--- src/rtl/alu_seq.sv ---
// alu_seq: handshaked Hack-style ALU with multiply, shift-left-logical and shift-right-arithmetic modes.
// Latency: 1 cycle from the accepting edge for Hack/shift modes; WIDTH+1 cycles for multiply (one shift-add per cycle).
// Backpressure: in_ready is high only in IDLE; a result is held in DONE until out_ready, and in_valid is ignored meanwhile.
//
// Ports:
//   clk, reset          rising-edge clock, synchronous active-high reset
//   in_valid/in_ready   request handshake; x, y, ctrl, mode sampled at the accepting edge
//   x, y                WIDTH-bit operands
//   ctrl                Hack bits [5]=zx [4]=nx [3]=zy [2]=ny [1]=f [0]=no
//   mode                00=Hack, 01=multiply, 10=shift left logical, 11=shift right arithmetic
//   out_valid/out_ready result handshake
//   out, zr, ng, cy, ov registered result and flags, held until the next result
module alu_seq #(
  parameter  int WIDTH = 16,
  localparam int SHW   = $clog2(WIDTH)
) (
  input  logic             clk,
  input  logic             reset,
  input  logic             in_valid,
  output logic             in_ready,
  input  logic [WIDTH-1:0] x,
  input  logic [WIDTH-1:0] y,
  input  logic [5:0]       ctrl,
  input  logic [1:0]       mode,
  output logic             out_valid,
  input  logic             out_ready,
  output logic [WIDTH-1:0] out,
  output logic             zr,
  output logic             ng,
  output logic             cy,
  output logic             ov
);

  typedef enum logic [1:0] {IDLE, BUSY, DONE} state_e;

  localparam logic [1:0]     MODE_HACK = 2'b00;
  localparam logic [1:0]     MODE_MUL  = 2'b01;
  localparam logic [1:0]     MODE_SLL  = 2'b10;
  localparam logic [1:0]     MODE_SRA  = 2'b11;
  localparam logic [SHW-1:0] LAST_ITER = SHW'(WIDTH - 1);

  state_e           state_q, state_d;
  logic [WIDTH-1:0] out_q, out_d;
  logic             zr_q, zr_d, ng_q, ng_d, cy_q, cy_d, ov_q, ov_d;
  logic [WIDTH-1:0] mcand_q, mcand_d, mplier_q, mplier_d, acc_q, acc_d;
  logic [SHW-1:0]   cnt_q, cnt_d;
  logic             no_q, no_d;

  // Operand pre-processing shared by every mode.
  logic [WIDTH-1:0] xz, xp, yz, yp;
  assign xz = ctrl[5] ? '0 : x;
  assign xp = ctrl[4] ? ~xz : xz;
  assign yz = ctrl[3] ? '0 : y;
  assign yp = ctrl[2] ? ~yz : yz;

  // Extra bit on the adder gives the carry out directly.
  logic [WIDTH:0]   sum;
  logic             add_ov;
  logic [SHW-1:0]   shamt;
  assign sum    = {1'b0, xp} + {1'b0, yp};
  // Signed overflow: operands agree in sign but the sum does not.
  assign add_ov = (xp[WIDTH-1] == yp[WIDTH-1]) && (sum[WIDTH-1] != xp[WIDTH-1]);
  assign shamt  = yp[SHW-1:0];

  // Single-cycle core result; multiply is produced by the iterative path instead.
  logic [WIDTH-1:0] core_r, quick_res;
  logic             arith_flags;
  always_comb begin
    core_r = '0;
    unique case (mode)
      MODE_HACK: core_r = ctrl[1] ? sum[WIDTH-1:0] : (xp & yp);
      MODE_SLL:  core_r = xp << shamt;
      MODE_SRA:  core_r = $signed(xp) >>> shamt;
      default:   core_r = '0;
    endcase
  end
  assign quick_res   = ctrl[0] ? ~core_r : core_r;
  assign arith_flags = (mode == MODE_HACK) && ctrl[1];

  // One shift-add step: accumulate the multiplicand when the current multiplier bit is set.
  logic [WIDTH-1:0] acc_step, mul_res;
  assign acc_step = acc_q + (mplier_q[0] ? mcand_q : '0);
  assign mul_res  = no_q ? ~acc_step : acc_step;

  always_comb begin
    state_d  = state_q;
    out_d    = out_q;
    zr_d     = zr_q;
    ng_d     = ng_q;
    cy_d     = cy_q;
    ov_d     = ov_q;
    mcand_d  = mcand_q;
    mplier_d = mplier_q;
    acc_d    = acc_q;
    cnt_d    = cnt_q;
    no_d     = no_q;
    unique case (state_q)
      IDLE: begin
        if (in_valid) begin
          if (mode == MODE_MUL) begin
            state_d  = BUSY;
            mcand_d  = xp;
            mplier_d = yp;
            acc_d    = '0;
            cnt_d    = '0;
            no_d     = ctrl[0];
          end else begin
            state_d = DONE;
            out_d   = quick_res;
            zr_d    = (quick_res == '0);
            ng_d    = quick_res[WIDTH-1];
            cy_d    = arith_flags & sum[WIDTH];
            ov_d    = arith_flags & add_ov;
          end
        end
      end
      BUSY: begin
        acc_d    = acc_step;
        mcand_d  = mcand_q << 1;
        mplier_d = mplier_q >> 1;
        cnt_d    = cnt_q + 1'b1;
        if (cnt_q == LAST_ITER) begin
          state_d = DONE;
          out_d   = mul_res;
          zr_d    = (mul_res == '0);
          ng_d    = mul_res[WIDTH-1];
          cy_d    = 1'b0;
          ov_d    = 1'b0;
        end
      end
      DONE: begin
        if (out_ready) state_d = IDLE;
      end
      default: state_d = IDLE;
    endcase
  end

  always_ff @(posedge clk) begin
    if (reset) begin
      state_q  <= IDLE;
      out_q    <= '0;
      zr_q     <= 1'b0;
      ng_q     <= 1'b0;
      cy_q     <= 1'b0;
      ov_q     <= 1'b0;
      mcand_q  <= '0;
      mplier_q <= '0;
      acc_q    <= '0;
      cnt_q    <= '0;
      no_q     <= 1'b0;
    end else begin
      state_q  <= state_d;
      out_q    <= out_d;
      zr_q     <= zr_d;
      ng_q     <= ng_d;
      cy_q     <= cy_d;
      ov_q     <= ov_d;
      mcand_q  <= mcand_d;
      mplier_q <= mplier_d;
      acc_q    <= acc_d;
      cnt_q    <= cnt_d;
      no_q     <= no_d;
    end
  end

  assign in_ready  = (state_q == IDLE);
  assign out_valid = (state_q == DONE);
  assign out       = out_q;
  assign zr        = zr_q;
  assign ng        = ng_q;
  assign cy        = cy_q;
  assign ov        = ov_q;

endmodule

--- config.mk ---
export PLATFORM = sky130hd
export DESIGN_NAME = alu_seq
export DESIGN_NICKNAME = d
export VERILOG_FILES = /design/src/rtl/alu_seq.sv
export SDC_FILE = /design/constraint.sdc
export NUM_CORES = 1
export LEC_CHECK = 0
export CORE_ASPECT_RATIO = 1.25
export CORE_UTILIZATION = 35
export DETAILED_ROUTE_END_ITERATION = 6
export GPL_ROUTABILITY_DRIVEN = 0
export GPL_TIMING_DRIVEN = 0
export PLACE_DENSITY = 0.58
export SYNTH_ARGS = -nofsm -noshare
export SYNTH_HDL_FRONTEND = slang
export SYNTH_SLANG_ARGS = --single-unit
--- constraint.sdc ---
create_clock -name clk -period 13.8 [get_ports clk]
set_input_delay 2.76 -clock clk [delete_from_list [all_inputs] [get_ports clk]]
set_output_delay 2.76 -clock clk [all_outputs]
set_load 0.01 [all_outputs]
==> results.py, run 1 <==
metrics = {
    "clocking": {
        "cts_buffers": 9,
        "root_buffer": "clkbuf_16",
        "clock_path_buffers": 2,
        "cts_tree": "done",
        "ctsResizeCount": 0,
        "cts_hold_buf": 0,
        "h-tree-depth": 3,
        "clkTransAtPathRegs_ns": 0.06,
        "cts_sinks": 74,
        "cts_setup_buffers": 0,
        "clkLatencyLatePin_ns": 0.33,
    },
    "sta": {
        "finalHoldViolCount": 0,
        "grt_setup_unrepaired": "false",
        "worst_slew_pin_slew_ns": 1.14,
        "setup_viol": 0,
        "fmax_mhz": 137,
        "fin_crit_sh_pct": 53.0,
        "drv_slew": 0,
        "clock_skew_ns": 0.0120,
        "tns_ns": 0,
        "min_period_ns": 7.32,
        "relSlewSlack_pct": 23.3,
        "fin_ws_ns": 6.48,
    },
    "placed_design": {
        "dp_slack_ns": 6.14,
        "port_buffers": 59,
        "dp_hpwl_mm": 20.3,
    },
    "yosys": {
        "avgSynthCellArea_um2": 8.20,
        "synth_area_leader_cell": "dfxtp_1",
        "synth_top_area_share_pct": 19.4,
        "synth_area_mm2": 0.00762,
        "yosysWarnings": 0,
        "synth_nets": 1008,
        "seq_area_frac_synth_pct": 19.4,
        "synth_cells": 929,
        "synth_common_cells": "nor2_1, dfxtp_1, nand2_1",
        "ys_top_cells_by_area": "dfxtp_1, mux4_2, xnor2_1",
        "yosysMostFrequentCell": "nor2_1",
        "async_flop_share_pct": 0,
        "synth_cell_type_count": 86,
        "synth_edf_count": 0,
        "synth-seq-cells": 74,
        "synth_flop_cell": "dfxtp_1",
    },
    "setup_path": {
        "crit_fanout": 10,
        "startpoint_type": "input pin",
        "crit_path_top_delay_cell": "clkdlybuf4s50_1",
        "crit_type": "input pin to register",
        "crit_chain": "clkdlybuf4s50_1 > buf_2 > nand2b_2 > xor2_2 > inv_2 > buf_2 > buf_1 > ha_1 > o21a_1 > nand2_1 > or4_1 > a31oi_2 > a31oi_2 > o211a_1 > a31oi_1 > o211ai_2 > mux2i_1 > a311o_1 > o21ai_1",
        "r2r_setup_slack_ns": 10.32,
        "end_kind": "register",
        "reg2reg_depth": 14,
        "cpPeakStageDelay_ns": 0.57,
        "required_ns": 14.06,
        "crit_arrival_ns": 7.58,
    },
    "pwr": {
        "leakage_nw": 3.33,
        "power.density_mw_per_mm2": 94.1,
        "ir_drop_mv": 0.0619,
    },
    "flow_run": {
        "cap_violations": 0,
    },
    "global_routing": {
        "grt_max_degree": 13,
        "grt_pass1_vias": 7227,
        "antenna_found_initial": 0,
        "grt_pass1_wl_mm": 39.8,
        "track_usage_pct": 22.9,
        "grt-ovfl-total": 0,
    },
    "floorplan": {
        "die_w_um": 134,
        "num_rows": 60,
        "dieArea_mm2": 0.0224,
        "core_mm2": 0.0215,
        "io_pins": 66,
        "initial_core_util_pct": 35.5,
        "die_h_um": 167,
    },
    "cells_and_area": {
        "areaGrowthSynthToFinish_pct": 16.2,
        "drive_gt1_share_pct": 10.3,
        "nets": 1078,
        "n_antenna_cell": 0,
    },
    "detailed_routing": {
        "routed_wl_mm": 25.5,
        "vias": 7570,
        "drc": 0,
        "dr.pass1.iters": 7,
        "wire_per_inst_um": 19.9,
        "vias_per_cell": 5.90,
        "postRouteAntennaNets": 0,
        "initialDrtViolationCount": 732,
    },
    "min_path": {
        "hold_depth": 2,
        "min_path_type": "register to register",
    },
    "run_status": {
        "status": "complete, no violations",
    },
}
logic make-up (layout without fill, tap and decap cells):
logic type / after synthesis / count (layout) / share of synthesized area, %
compound gates: 245 / 245 / 23.4
xor+xnor: 97 / 97 / 12.3
fa+ha+maj: 35 / 35 / 5.94
buf+inv: 94 / 169 / 6.24
flops: 74 / 74 / 19.4
mux: 53 / 53 / 11.1
simple gates: 331 / 331 / 21.6
cell type report:
| class | instances | area (µm²) |
|---|---|---|
| tap | 279 | 349 |
| clock buffer | 12 | 246 |
| sequential | 74 | 1480 |
| buffer | 70 | 385 |
| inverter | 24 | 90.1 |
| fill | 2265 | 12600 |
| timing repair buffer | 59 | 591 |
| multi-input combinational | 761 | 5660 |
| clock inverter | 4 | 51.3 |
stage by stage:
| step | hold slack (ns) | cell area [µm²] | instances | util [%] | power [mW] |
|---|---|---|---|---|---|
| 2_1_floorplan | 0.466 | 7620 | 929 | - | 0.483 |
| 3_3_place_gp | 0.443 | 8560 | 1267 | 39.9 | 0.588 |
| 3_5_place_dp | 0.449 | 8560 | 1267 | 39.9 | 0.591 |
| 4_1_cts | 0.458 | 8860 | 1283 | 41.3 | 0.828 |
| 5_1_grt | 0.473 | 8860 | 1283 | 41.3 | 0.871 |
| 6_report | 0.455 | 8860 | 1283 | 41.3 | 0.833 |
layer usage:
layer	GRT usage, %	up-vias	wire length [µm]
met5	0	-	0
met4	12.3	0	1380
met3	2.28	78	1340
met2	38.9	321	12100
met1	28.3	3591	10600
li1	-	3580	-
critical path, delay by kind of cell:
family	cells	cell delay (ns)
AND/OR/NAND/NOR	3	0.75
XOR/XNOR	1	0.44
adder cells (fa/ha/maj)	1	0.43
multiplexers	1	0.16
AO/OA/AOI/OAI	8	1.65
buffers and inverters	5	1.38
where the power goes:
part	switching (mW)	leakage [nW]	total (mW)	internal, mW
Combinational	0.213	2.58	0.363	0.150
Clock	0.0936	0.143	0.239	0.145
Sequential	0.00641	0.601	0.231	0.225
cell usage in the layout, fill, tap and decap left out, types with 9 or more instances in the layout:
cell type / Yosys / layout
nor3_1: 25 / 25
buf_6: 9 / 9
a222oi_1: 30 / 30
o21ai_0: 29 / 29
inv_1: 18 / 18
o211ai_1: 21 / 21
clkbuf_1: 32 / 34
a211oi_1: 12 / 12
clkbuf_16: 0 / 9
buf_2: 10 / 10
nor2_1: 116 / 116
xnor2_1: 52 / 52
clkdlybuf4s50_1: 0 / 59
a21oi_1: 51 / 51
xor2_1: 36 / 36
nand2_1: 65 / 65
nand3_1: 13 / 13
buf_4: 10 / 10
mux4_2: 25 / 25
nor2b_1: 13 / 13
ha_1: 33 / 33
dfxtp_1: 74 / 74
nand2b_1: 24 / 24
mux2i_1: 28 / 28
a21o_1: 9 / 9
and2_1: 21 / 21
a22oi_1: 22 / 22
flip-flops by register name (all words and copies together) (netlist names), 2 cells and up:
name,count
state_q,2
mplier_q,16
cnt_q,4
acc_q,16
mcand_q,16
out,16
path summary, 6_finish.rpt:
| kind | startpoint | to |
|---|---|---|
| max reg2reg | mplier_q[0] | zr |
| min reg2reg | ov | ov |
| min | ov | ov |
| max | ctrl[3] | zr |
Power figures use the tool's default switching activity.
==> inputs of run 2 (changes only) <==
Settings changed: PLACE_DENSITY 0.58 to 0.6.
Clock period 13.8 ns to 6.5 ns, I/O delays scaled along.
==> run 2 against run 1 <==
  * Worst setup slack worse by 5.8 ns
  * Clock skew shrank 0.0039 ns
  * Combinational power is 110% higher
  * Sequential share of layout area is essentially flat
  * Clock power grew 120%
  * Critical path depth is the same
==> results.py, run 2 (same netlist as run 1, synthesis figures left out) <==
metrics = {
    "detailed_routing": {
        "vias_per_cell": 5.87,
        "vias": 7520,
        "postRouteAntennaNets": 0,
        "drc": 0,
        "dr.pass1.iters": 6,
        "routed_wl_mm": 25.1,
        "initialDrtViolationCount": 876,
        "wire_per_inst_um": 19.6,
    },
    "cells_and_area": {
        "final_util_pct": 41.3,
        "n_antenna_cell": 0,
        "final_common_cell": "nor2_1",
        "fill_cells": 2241,
        "areaGrowthSynthToFinish_pct": 16.4,
        "multi_input_area_mm2": 0.00566,
        "drive_gt1_share_pct": 10.4,
        "nets": 1078,
        "final_cell_mix": "nor2_1, dfxtp_1, nand2_1, clkdlybuf4s50_1, xnor2_1",
        "ff_latch_area_mm2": 0.00148,
    },
    "sta": {
        "tns_ns": 0,
        "whs_ns": 0.454,
        "finalHoldViolCount": 0,
        "setup_viol": 0,
        "clock_skew_ns": 0.00807,
        "drv_slew": 0,
        "grt_setup_unrepaired": "false",
        "relSlewSlack_pct": 21.6,
        "fmax_mhz": 171,
        "worst_slew_pin_slew_ns": 1.17,
        "min_period_ns": 5.86,
        "fin_crit_sh_pct": 90.2,
    },
    "pwr": {
        "leakage_nw": 3.34,
        "ir_drop_mv": 0.0891,
        "power.density_mw_per_mm2": 202,
    },
    "flow_run": {
        "cap_violations": 0,
    },
    "setup_path": {
        "crit_path_top_delay_cell": "clkdlybuf4s50_1",
        "crit_arrival_ns": 6.14,
        "startpoint_type": "input pin",
        "crit_type": "input pin to register",
        "required_ns": 6.77,
        "end_kind": "register",
        "critPathBufInv": 5,
        "cpPeakStageDelay_ns": 0.58,
        "crit_fanout": 10,
        "crit_chain": "clkdlybuf4s50_1 > buf_2 > nand2b_2 > xor2_2 > inv_2 > buf_2 > buf_1 > ha_1 > o21a_1 > nand2_1 > or4_1 > a31oi_2 > a31oi_2 > o211a_1 > a31oi_1 > o211ai_2 > mux2i_1 > a311o_1 > o21ai_1",
        "crit_family": "compound AO/OA/AOI/OAI gates",
    },
    "clocking": {
        "h-tree-depth": 3,
        "clock_path_buffers": 2,
        "clkTransAtPathRegs_ns": 0.05,
        "cts_sinks": 74,
        "cts_tree": "done",
        "clkLatencyLatePin_ns": 0.34,
        "ctsResizeCount": 0,
        "cts_hold_buf": 0,
        "cts_buffers": 9,
        "cts_setup_buffers": 0,
        "root_buffer": "clkbuf_16",
    },
    "floorplan": {
        "die_h_um": 167,
        "initial_core_util_pct": 35.5,
        "die_w_um": 134,
        "num_rows": 60,
        "core_mm2": 0.0215,
        "io_pins": 66,
        "dieArea_mm2": 0.0224,
    },
    "placed_design": {
        "dp_hpwl_mm": 20.0,
        "port_buffers": 59,
    },
    "run_status": {
        "status": "complete, no violations",
    },
    "global_routing": {
        "track_usage_pct": 22.5,
        "grt_max_degree": 13,
        "grt-ovfl-total": 0,
        "antenna_found_initial": 0,
        "grt_pass1_vias": 7152,
        "grt_pass1_wl_mm": 39.3,
    },
    "min_path": {
        "min_path_type": "register to register",
    },
}
run 2: cell types whose count changed in the layout (fill, tap and decap cells not counted), sizes merged:
| cell | delta |
|---|---|
| clkbuf | -3 |
| bufinv | +1 |
| clkinv | +1 |
run 2: area by class of cell:
cell class / count / area share (%)
Multi-Input combinational cell: 761 / 63.9
Sequential cell: 74 / 16.7
Timing Repair Buffer: 59 / 6.66
Buffer: 70 / 4.35
Tap cell: 279 / 3.94
Clock buffer: 9 / 2.54
Inverter: 24 / 1.02
Clock inverter: 6 / 0.931
run 2: metrics by stage:
| stage | cells | power (mW) | setup WS (ns) | area (µm²) |
|---|---|---|---|---|
| 2_1_floorplan | 929 | 1.02 | 1.64 | 7620 |
| 3_3_place_gp | 1267 | 1.24 | 0.382 | 8560 |
| 3_5_place_dp | 1267 | 1.25 | 0.318 | 8560 |
| 4_1_cts | 1282 | 1.78 | 0.662 | 8870 |
| 5_1_grt | 1282 | 1.87 | 0.306 | 8870 |
| 6_report | 1282 | 1.79 | 0.636 | 8870 |
run 2: worst paths after layout:
check             cells after the start      to        start  slack [ns]
setup / recovery                     19      zr      ctrl[3]        0.64
hold reg to reg                       2  out[8]       out[8]        0.45
hold / removal                        2  out[8]       out[8]        0.45
setup reg to reg                     14      zr  mplier_q[0]        2.89
run 2: tightest hold or removal path: stages (launching register included):
cell and delay (ns):
dfxtp_1 0.31, nand2_1 0.05, a21oi_1 0.05
run 2: power by group:
group	internal [mW]	switching [mW]
combinational	0.319	0.446
clock	0.332	0.201
sequential	0.477	0.0137
run 2: per-layer routing:
metal,vias to the layer above,track usage [%],routed length [µm]
met3,83,2.28,1470
met1,3504,27.5,10400
met2,351,38.0,11800
met4,0,13.2,1320
li1,3582,-,-
met5,-,0,0
==> inputs of run 3 (changes only) <==
Settings changed: CTS_CLUSTER_SIZE from default to 28, SKIP_LAST_GASP from default to 1.
==> results of run 3 <==
The final DEF is identical to that of run 2; final timing and power are the same.
